[config.mk]
export PLATFORM = sky130hd
export DESIGN_NAME = mem_access_unit
export DESIGN_NICKNAME = d
export VERILOG_FILES = /design/src/rtl/mem_access_unit_pkg.sv /design/src/rtl/mau_wait_counter.sv /design/src/rtl/mem_access_unit.sv
export SDC_FILE = /design/constraint.sdc
export NUM_CORES = 1
export LEC_CHECK = 0
export BUFFER_PORTS_ARGS = -buffer_cell sky130_fd_sc_hd__buf_2
export CORE_MARGIN = 1.5
export CORE_UTILIZATION = 49
export CTS_CLUSTER_SIZE = 10
export DETAILED_ROUTE_END_ITERATION = 10
export GPL_ROUTABILITY_DRIVEN = 0
export PLACE_DENSITY = 0.89
export SYNTH_ARGS = -nofsm -noshare
export SYNTH_HDL_FRONTEND = slang
export SYNTH_SLANG_ARGS = --single-unit
[constraint.sdc]
create_clock -name clk -period 2.75 [get_ports clk]
set_clock_uncertainty 0.15 [all_clocks]
set_input_delay 0.275 -clock clk [delete_from_list [all_inputs] [get_ports clk]]
set_output_delay 0.275 -clock clk [all_outputs]
set_load 0.1 [all_outputs]
[src/rtl/mem_access_unit_pkg.sv]
// Shared definitions for the memory access unit: opcode values and FSM state type.
package mem_access_unit_pkg;

    localparam int unsigned OP_W = 4;

    localparam logic [OP_W-1:0] OP_ADR = 4'b1100;
    localparam logic [OP_W-1:0] OP_LDR = 4'b1101;
    localparam logic [OP_W-1:0] OP_STR = 4'b1110;

    typedef enum logic [1:0] {
        ST_IDLE  = 2'd0,
        ST_ISSUE = 2'd1,
        ST_WAIT  = 2'd2,
        ST_DONE  = 2'd3
    } mau_state_e;

endpackage

[src/rtl/mau_wait_counter.sv]
// Loadable down-counter that paces the RAM read latency.
// Ports: clk, rst_n; load/load_val preset the count; dec decrements it;
//        count_q is the current value; zero_c flags a count of zero.
module mau_wait_counter #(
    parameter int unsigned CNT_W = 2
) (
    input  logic             clk,
    input  logic             rst_n,
    input  logic             load,
    input  logic [CNT_W-1:0] load_val,
    input  logic             dec,
    output logic [CNT_W-1:0] count_q,
    output logic             zero_c
);

    logic [CNT_W-1:0] count_d;

    // Load takes priority; decrement saturates at zero.
    always_comb begin
        count_d = count_q;
        if (load) begin
            count_d = load_val;
        end else if (dec && (count_q != '0)) begin
            count_d = count_q - CNT_W'(1);
        end
    end

    always_ff @(posedge clk or negedge rst_n) begin
        if (!rst_n) begin
            count_q <= '0;
        end else begin
            count_q <= count_d;
        end
    end

    assign zero_c = (count_q == '0);

endmodule

[src/rtl/mem_access_unit.sv]
// Memory access unit: runs one ADR/LDR/STR/ALU-pass-through command at a time,
// strobing the RAM and producing a register write-back with a done pulse.
// Ports: clk, rst_n; start/op_code/SR1/SR2/ALU_result/IV_Mov command inputs;
//        RAM_out read data; busy/done/reg_we/reg_data status and write-back;
//        mem_re/mem_we/address_out/RAM_in RAM interface. All outputs registered.
module mem_access_unit
    import mem_access_unit_pkg::*;
#(
    parameter int unsigned DATA_W = 32,
    parameter int unsigned ADDR_W = 16,
    parameter int unsigned IMM_W  = 16,
    parameter int unsigned RD_LAT = 2
) (
    input  logic              clk,
    input  logic              rst_n,
    input  logic              start,
    input  logic [OP_W-1:0]   op_code,
    input  logic [DATA_W-1:0] SR1,
    input  logic [DATA_W-1:0] SR2,
    input  logic [DATA_W-1:0] ALU_result,
    input  logic [IMM_W-1:0]  IV_Mov,
    input  logic [DATA_W-1:0] RAM_out,
    output logic              busy,
    output logic              done,
    output logic              reg_we,
    output logic [DATA_W-1:0] reg_data,
    output logic              mem_re,
    output logic              mem_we,
    output logic [ADDR_W-1:0] address_out,
    output logic [DATA_W-1:0] RAM_in
);

    localparam int unsigned CNT_W = $clog2(RD_LAT) + 1;

    mau_state_e state_q, state_d;

    logic [OP_W-1:0]   op_q, op_d;
    logic [DATA_W-1:0] alu_q, alu_d;
    logic [IMM_W-1:0]  imm_q, imm_d;

    logic              busy_q, busy_d;
    logic              done_q, done_d;
    logic              reg_we_q, reg_we_d;
    logic [DATA_W-1:0] reg_data_q, reg_data_d;
    logic              mem_re_q, mem_re_d;
    logic              mem_we_q, mem_we_d;
    logic [ADDR_W-1:0] addr_q, addr_d;
    logic [DATA_W-1:0] ram_in_q, ram_in_d;

    logic              cnt_load, cnt_dec, cnt_zero_c;
    logic [CNT_W-1:0]  cnt_q;

    // Upper SR2 bits are dropped by address truncation.
    logic unused_sr2;
    assign unused_sr2 = ^SR2;

    // Read-latency counter: preset while leaving ISSUE, counts down in WAIT.
    assign cnt_load = (state_q == ST_ISSUE) && (op_q == OP_LDR);
    assign cnt_dec  = (state_q == ST_WAIT) && !cnt_zero_c;

    mau_wait_counter #(
        .CNT_W (CNT_W)
    ) u_wait_counter (
        .clk      (clk),
        .rst_n    (rst_n),
        .load     (cnt_load),
        .load_val (CNT_W'(RD_LAT - 1)),
        .dec      (cnt_dec),
        .count_q  (cnt_q),
        .zero_c   (cnt_zero_c)
    );

    // State register.
    always_ff @(posedge clk or negedge rst_n) begin
        if (!rst_n) begin
            state_q <= ST_IDLE;
        end else begin
            state_q <= state_d;
        end
    end

    // Next-state logic.
    always_comb begin
        state_d = state_q;
        unique case (state_q)
            ST_IDLE:  if (start) state_d = ST_ISSUE;
            ST_ISSUE: state_d = (op_q == OP_LDR) ? ST_WAIT : ST_DONE;
            ST_WAIT:  if (cnt_zero_c) state_d = ST_DONE;
            ST_DONE:  state_d = ST_IDLE;
            default:  state_d = ST_IDLE;
        endcase
    end

    // Output logic. Registered outputs are computed from the transition so
    // that each strobe is visible during the state it belongs to: RAM strobes
    // are set on acceptance (seen in ISSUE), done/write-back on entry to DONE.
    always_comb begin
        op_d       = op_q;
        alu_d      = alu_q;
        imm_d      = imm_q;
        busy_d     = (state_d != ST_IDLE);
        done_d     = 1'b0;
        reg_we_d   = 1'b0;
        reg_data_d = reg_data_q;
        mem_re_d   = 1'b0;
        mem_we_d   = 1'b0;
        addr_d     = addr_q;
        ram_in_d   = ram_in_q;

        if ((state_q == ST_IDLE) && start) begin
            op_d  = op_code;
            alu_d = ALU_result;
            imm_d = IV_Mov;
            unique case (op_code)
                OP_ADR: begin
                    mem_we_d = 1'b1;
                    addr_d   = SR1[ADDR_W-1:0];
                    ram_in_d = DATA_W'(IV_Mov);
                end
                OP_STR: begin
                    mem_we_d = 1'b1;
                    addr_d   = SR2[ADDR_W-1:0];
                    ram_in_d = SR1;
                end
                OP_LDR: begin
                    mem_re_d = 1'b1;
                    addr_d   = SR1[ADDR_W-1:0];
                end
                default: ;
            endcase
        end

        if ((state_d == ST_DONE) && (state_q != ST_DONE)) begin
            done_d = 1'b1;
            unique case (op_q)
                OP_ADR: begin
                    reg_we_d   = 1'b1;
                    reg_data_d = DATA_W'(imm_q);
                end
                OP_LDR: begin
                    reg_we_d   = 1'b1;
                    reg_data_d = RAM_out;
                end
                OP_STR: ;
                default: begin
                    reg_we_d   = 1'b1;
                    reg_data_d = alu_q;
                end
            endcase
        end
    end

    // Output and command registers.
    always_ff @(posedge clk or negedge rst_n) begin
        if (!rst_n) begin
            op_q       <= '0;
            alu_q      <= '0;
            imm_q      <= '0;
            busy_q     <= 1'b0;
            done_q     <= 1'b0;
            reg_we_q   <= 1'b0;
            reg_data_q <= '0;
            mem_re_q   <= 1'b0;
            mem_we_q   <= 1'b0;
            addr_q     <= '0;
            ram_in_q   <= '0;
        end else begin
            op_q       <= op_d;
            alu_q      <= alu_d;
            imm_q      <= imm_d;
            busy_q     <= busy_d;
            done_q     <= done_d;
            reg_we_q   <= reg_we_d;
            reg_data_q <= reg_data_d;
            mem_re_q   <= mem_re_d;
            mem_we_q   <= mem_we_d;
            addr_q     <= addr_d;
            ram_in_q   <= ram_in_d;
        end
    end

    assign busy        = busy_q;
    assign done        = done_q;
    assign reg_we      = reg_we_q;
    assign reg_data    = reg_data_q;
    assign mem_re      = mem_re_q;
    assign mem_we      = mem_we_q;
    assign address_out = addr_q;
    assign RAM_in      = ram_in_q;

endmodule

# [Yosys cells after proc, flatten, opt, wreduce, memory -nomap -nowiden]
# Index checks and enable logic that the tools add are counted.
[totals] word_cells=60 output_inout_bits=85 ram_bits=0 register_bits=141 in_bits=151 latchBits=0 rom_bits=0 n_memories=0
[op_classes] add_sub_neg=1 n_mux=16 n_reduce_logical=18 div_mod_pow=0 n_bitwise=1 n_eq_ne=11 magnitude_cmp=0 n_mul=0 n_shift=0
[op_table] op="32-bit one-hot mux with 3 select lines" n=1
[op_table] op="32-bit one-hot mux with 2 select lines" n=1
[op_table] op="16-bit one-hot mux with 2 select lines" n=1
[op_table] op="4-bit equality test (second input constant)" n=6
[op_table] op="2-bit nonzero test" n=5
[op_table] op="1-bit 2-to-1 mux" n=8
[op_table] op="2-bit 2-to-1 mux" n=4
[op_table] op="2-bit one-hot mux with 4 select lines" n=1
[op_table] op="2-bit equality test (second input constant)" n=3
[op_table] op="2-bit AND reduction" n=3
[op_table] op="1-bit logical AND" n=5
[op_table] op="2-bit zero test" n=2
[op_table] op="2-bit OR reduction" n=2
[op_table] op="2-bit by 1-bit equality test with 1-bit output (second input constant)" n=1
[op_table] op="2-bit inequality test (second input constant)" n=1
[op_table] op="2-bit by 1-bit subtractor with 2-bit output (second input constant)" n=1
[op_table] op="1-bit zero test" n=1
[op_table] op="1-bit NOT" n=1

# [Depth between registers and ports, before layout]
[logic_depth] ltp_word=6 ltp_mapped=9 mapped_depth_nobuf=7

# [Modules after synthesis]
# A second synthesis with hierarchy kept.
[hier_totals] cells_unflattened=542 hier_area_um2=6403.6
[by_module_without_submodules] mod="mem_access_unit" area_per_inst_um2=6271.0 n_inst=1 cells_each=529 seq_area_each_um2=3478.3
[by_module_without_submodules] mod="mau_wait_counter" area_per_inst_um2=132.6 n_inst=1 cells_each=13 seq_area_each_um2=50.0

# [Worst setup path before layout]
# OpenSTA, ideal clock, no wires.
[synth_path] path_type="reg-to-reg" startpoint="register state_q[0]" endpoint="register reg_data_q[28] (netlist: reg_data[28])" synth_period_minus_slack_ps=1956 t_required_ps=2474 arrival_ps=1680 slack_ps=794 path_stages_with_launch=7 setup_ps=126 cell_sequence="dfrtp_1 -> inv_1 -> ha_1 -> nor3b_1 -> nor3_4 -> buf_6 -> mux2_4"
[synth_between] elab_chain_len=5 elab_cells_between_ends=11 classes_between="eq/ne: 5; mux: 3; reduce/logical: 3"
[synth_lines] item="from (decl)" line_no="mem_access_unit.sv:35" text="mau_state_e state_q, state_d;"
[synth_lines] item="from (signal assigned)" line_no="mem_access_unit.sv:78" text="state_q <= state_d;"
[synth_lines] item="2-bit equality test, or another cell as far along" line_no="mem_access_unit.sv:85" text="unique case (state_q)"
[synth_lines] item="2-bit one-hot mux with 4 select lines" line_no="mem_access_unit.sv:85"
[synth_lines] item="2-bit equality test" line_no="mem_access_unit.sv:133" text="if ((state_d == ST_DONE) && (state_q != ST_DONE)) begin"
[synth_lines] item="1-bit logical AND *" line_no="mem_access_unit.sv:133"
[synth_lines] item="2-bit AND reduction (no source line) *"
[synth_lines] item="to (signal assigned)" line_no="mem_access_unit.sv:174" text="reg_data_q <= reg_data_d;"
[synth_lines] item="to (decl)" line_no="mem_access_unit.sv:44" text="logic [DATA_W-1:0] reg_data_q, reg_data_d;"
# Mark *: on every way between the ends. The rest lies on a longest branch, timed or not.
# A chain may end at the register's enable or synchronous reset.

# [Worst setup path after layout]
[layout_path] startpoint="register state_q[0]" endpoint="register reg_data_q[22] (netlist: reg_data[22])"
[layout_between] elab_chain_len=5 elab_cells_between_ends=11 classes_between="eq/ne: 5; mux: 3; reduce/logical: 3"
[layout_lines] item="2-bit equality test, or another cell as far along" line_no="mem_access_unit.sv:85"
[layout_lines] item="2-bit one-hot mux with 4 select lines *" line_no="mem_access_unit.sv:85"
[layout_lines] item="via state_d[1]" line_no="mem_access_unit.sv:35"
[layout_lines] item="2-bit equality test *" line_no="mem_access_unit.sv:133"
[layout_lines] item="1-bit logical AND *" line_no="mem_access_unit.sv:133"
[layout_lines] item="2-bit AND reduction (no source line) *"
# The timed path passes the listed nets; every way through them passes the cells marked *.

==> results.txt <==
Reg area -> 0.00353 mm^2
final wirelength -> 17000 um
Setup Fix Bufs, Post-CTS -> 0
measured slew at the worst slew-check pin -> 0.851 ns
CP Data Arrival Time -> 2.44 ns
port buffer count -> 219
clock root buffer master -> clkbuf_16
Area growth, synth to finish -> 40.9%
vias in the first global route -> 5334
Clock Latency Late Sink -> 0.41 ns
Crit. End Element -> flop
Distinct cells, synth -> 33
First-pass DRT Iterations -> 6
clock-pin slew on the worst setup and hold paths -> 0.06 ns
critical path class -> flop to flop
setup TNS -> 0 ns
layout cells sized above 1 -> 41.1%
first-pass GRT wire length -> 26800 um
Total GRT Usage -> 26.5%
die area -> 0.0134 mm^2
post-synth top area share -> 56.8%
main area contributors after synthesis -> dfrtp_1 (57%), mux2_2 (12%), mux2i_1 (10%)
CP Launch Type -> flop
wire length per cell -> 17.3 um
final worst-path cycle share -> 83.4%
RSZ-0062 raised after global routing -> no
largest net degree at the start of global routing -> 66
initial antenna violation count -> 0
First DRT Iteration DRCs -> 276
# fillers -> 812
DRC -> 0
Die Width -> 116 um
area of the multi-input gates -> 0.00244 mm^2
Vias -> 4991
Max clock buf depth -> 2
DR vias/cell -> 5.07
site row count -> 40
Hold Path Class -> input pin to flop
Yosys warnings -> 0
Final Hold Viols -> 0
most common cell after layout, fill and taps aside -> buf_2
worst slew margin relative to its limit -> 43.3%
CP max FO -> 33
Final Critical Period -> 2.29 ns
Final Max Tran Viols -> 0
H-tree Lvls -> 4
TritonCTS Sinks -> 141
Ports -> 236
number of synthesized register bits -> 141
run status -> complete, no violations
max-cap violations -> 0
post-synthesis instance total -> 518
area leader, netlist -> dfrtp_1
Layout Nets -> 961
setup violators final -> 0
syn_nets -> 675
Starting Density -> 51.0%
DIE HEIGHT -> 116 um
ANT nets after route -> 0
ant diodes -> 0
total gr overflow -> 0
CTS buffer count -> 17
most frequent cells in the layout -> buf_2 (218), dfrtp_1 (141), dlygate4sd3_1 (69)
CP required -> 2.90 ns
syn_area_per_cell -> 12.0 um^2
post-synthesis sequential area ratio -> 56.8%
Post-Syn Area -> 0.00621 mm^2
DP HPWL -> 10900 um
CTS tree -> built
fmax -> 0.436 GHz
core area -> 0.0122 mm^2
registers in the layout, summed over array words and instances, names as in the netlist, 2 cells and up:
signal	count
state_q	2
imm_q	16
u_wait_counter.count_q	2
op_q	4
reg_data	32
RAM_in	32
address_out	16
alu_q	32
cell type report:
type                    instances  share of cell area, %
inverters                      22                  0.987
repair buffers                299                   21.7
well taps                     168                   2.40
clock buffers                  20                   5.22
clock inverters                12                   1.37
flip-flops and latches        141                   40.3
multi-input cells             323                   27.9
critical path, cell delays in order, from the launching register on:
cell and delay (ns):
dfrtp_1 0.41, inv_1 0.10, ha_1 0.36, nand3b_1 0.14
nor3_4 0.12, buf_4 0.46, mux2_2 0.41
final timing paths:
check | from | endpoint | slack [ns] | cells after the start
setup / recovery | state_q[0]$_DFF_PN0_ | reg_data[22]$_DFFE_PN0P_ | 0.46 | 6
hold / removal | IV_Mov[2] | imm_q[2]$_DFFE_PN0P_ | 0.006 | 2
setup reg to reg | state_q[0]$_DFF_PN0_ | reg_data[22]$_DFFE_PN0P_ | 0.46 | 6
hold reg to reg | RAM_in[29]$_DFFE_PN0P_ | RAM_in[29]$_DFFE_PN0P_ | 0.32 | 2
max in group asynchronous | rst_n | reg_data[11]$_DFFE_PN0P_ | 1.41 | 3
min in group asynchronous | rst_n | RAM_in[23]$_DFFE_PN0P_ | 0.28 | 2
Yosys cell counts:
cell type	count
mux2i_1	64
nand4_1	1
buf_6	2
nand2_1	67
a21o_1	1
ha_1	6
nor4b_1	1
nor3b_1	2
inv_1	21
nand3b_1	3
a221oi_1	1
buf_1	5
a211oi_2	1
nand4b_1	3
o21ai_0	30
xnor2_1	1
clkinv_1	1
a21oi_1	16
nor2_2	1
mux2_2	65
nor3_4	1
nor2b_1	1
mux2_4	3
buf_4	3
o21a_1	1
nand3_1	16
o21ai_1	2
or2_2	2
buf_2	10
nor2_1	18
dfrtp_1	141
clkbuf_1	12
a22o_1	16
logic make-up after synthesis:
kind of cell             after synthesis  synth area share, %
AND/OR/NAND/NOR                      116                 8.37
buffers and inverters                 54                 3.89
multiplexers                         132                 22.8
flip-flops                           141                 56.8
AO/OA/AOI/OAI                         68                 6.71
XOR/XNOR                               1                0.141
adder cells (fa/ha/maj)                6                 1.21
routing by layer:
| metal | vias up | GRT usage [%] | routed length (um) |
|---|---|---|---|
| met5 | - | 0 | 0 |
| met1 | 2407 | 32.0 | 7040 |
| met2 | 193 | 45.9 | 8710 |
| li1 | 2352 | - | - |
| met4 | 0 | 11.4 | 439 |
| met3 | 39 | 5.86 | 864 |
through the flow:
| stage | util [%] | setup slack (ns) | hold WS [ns] | cells | cell area, um^2 |
|---|---|---|---|---|---|
| 4_1_cts | 71.9 | 0.00242 | 0.000682 | 985 | 8740 |
| 6_report | 71.9 | 0.456 | 0.00622 | 985 | 8740 |
| 5_1_grt | 71.9 | 0.305 | 0.00154 | 985 | 8740 |
| 2_1_floorplan | - | 0.794 | -0.171 | 518 | 6210 |
| 3_3_place_gp | 61.4 | 0.145 | 0.125 | 884 | 7470 |
| 3_5_place_dp | 61.4 | 0.0345 | 0.131 | 884 | 7470 |
what timing repair did:
| item | 4_1_cts | 5_1_grt |
|---|---|---|
| endpoints found under the hold margin | 125 | 0 |
| gates resized for setup | 0 | 2 |
| endpoints found under the setup margin | 0 | 17 |
| hold buffers | 69 | 0 |
Power is not shown: default switching activity piles up to over one toggle a cycle in this logic, so the estimate is an artifact.
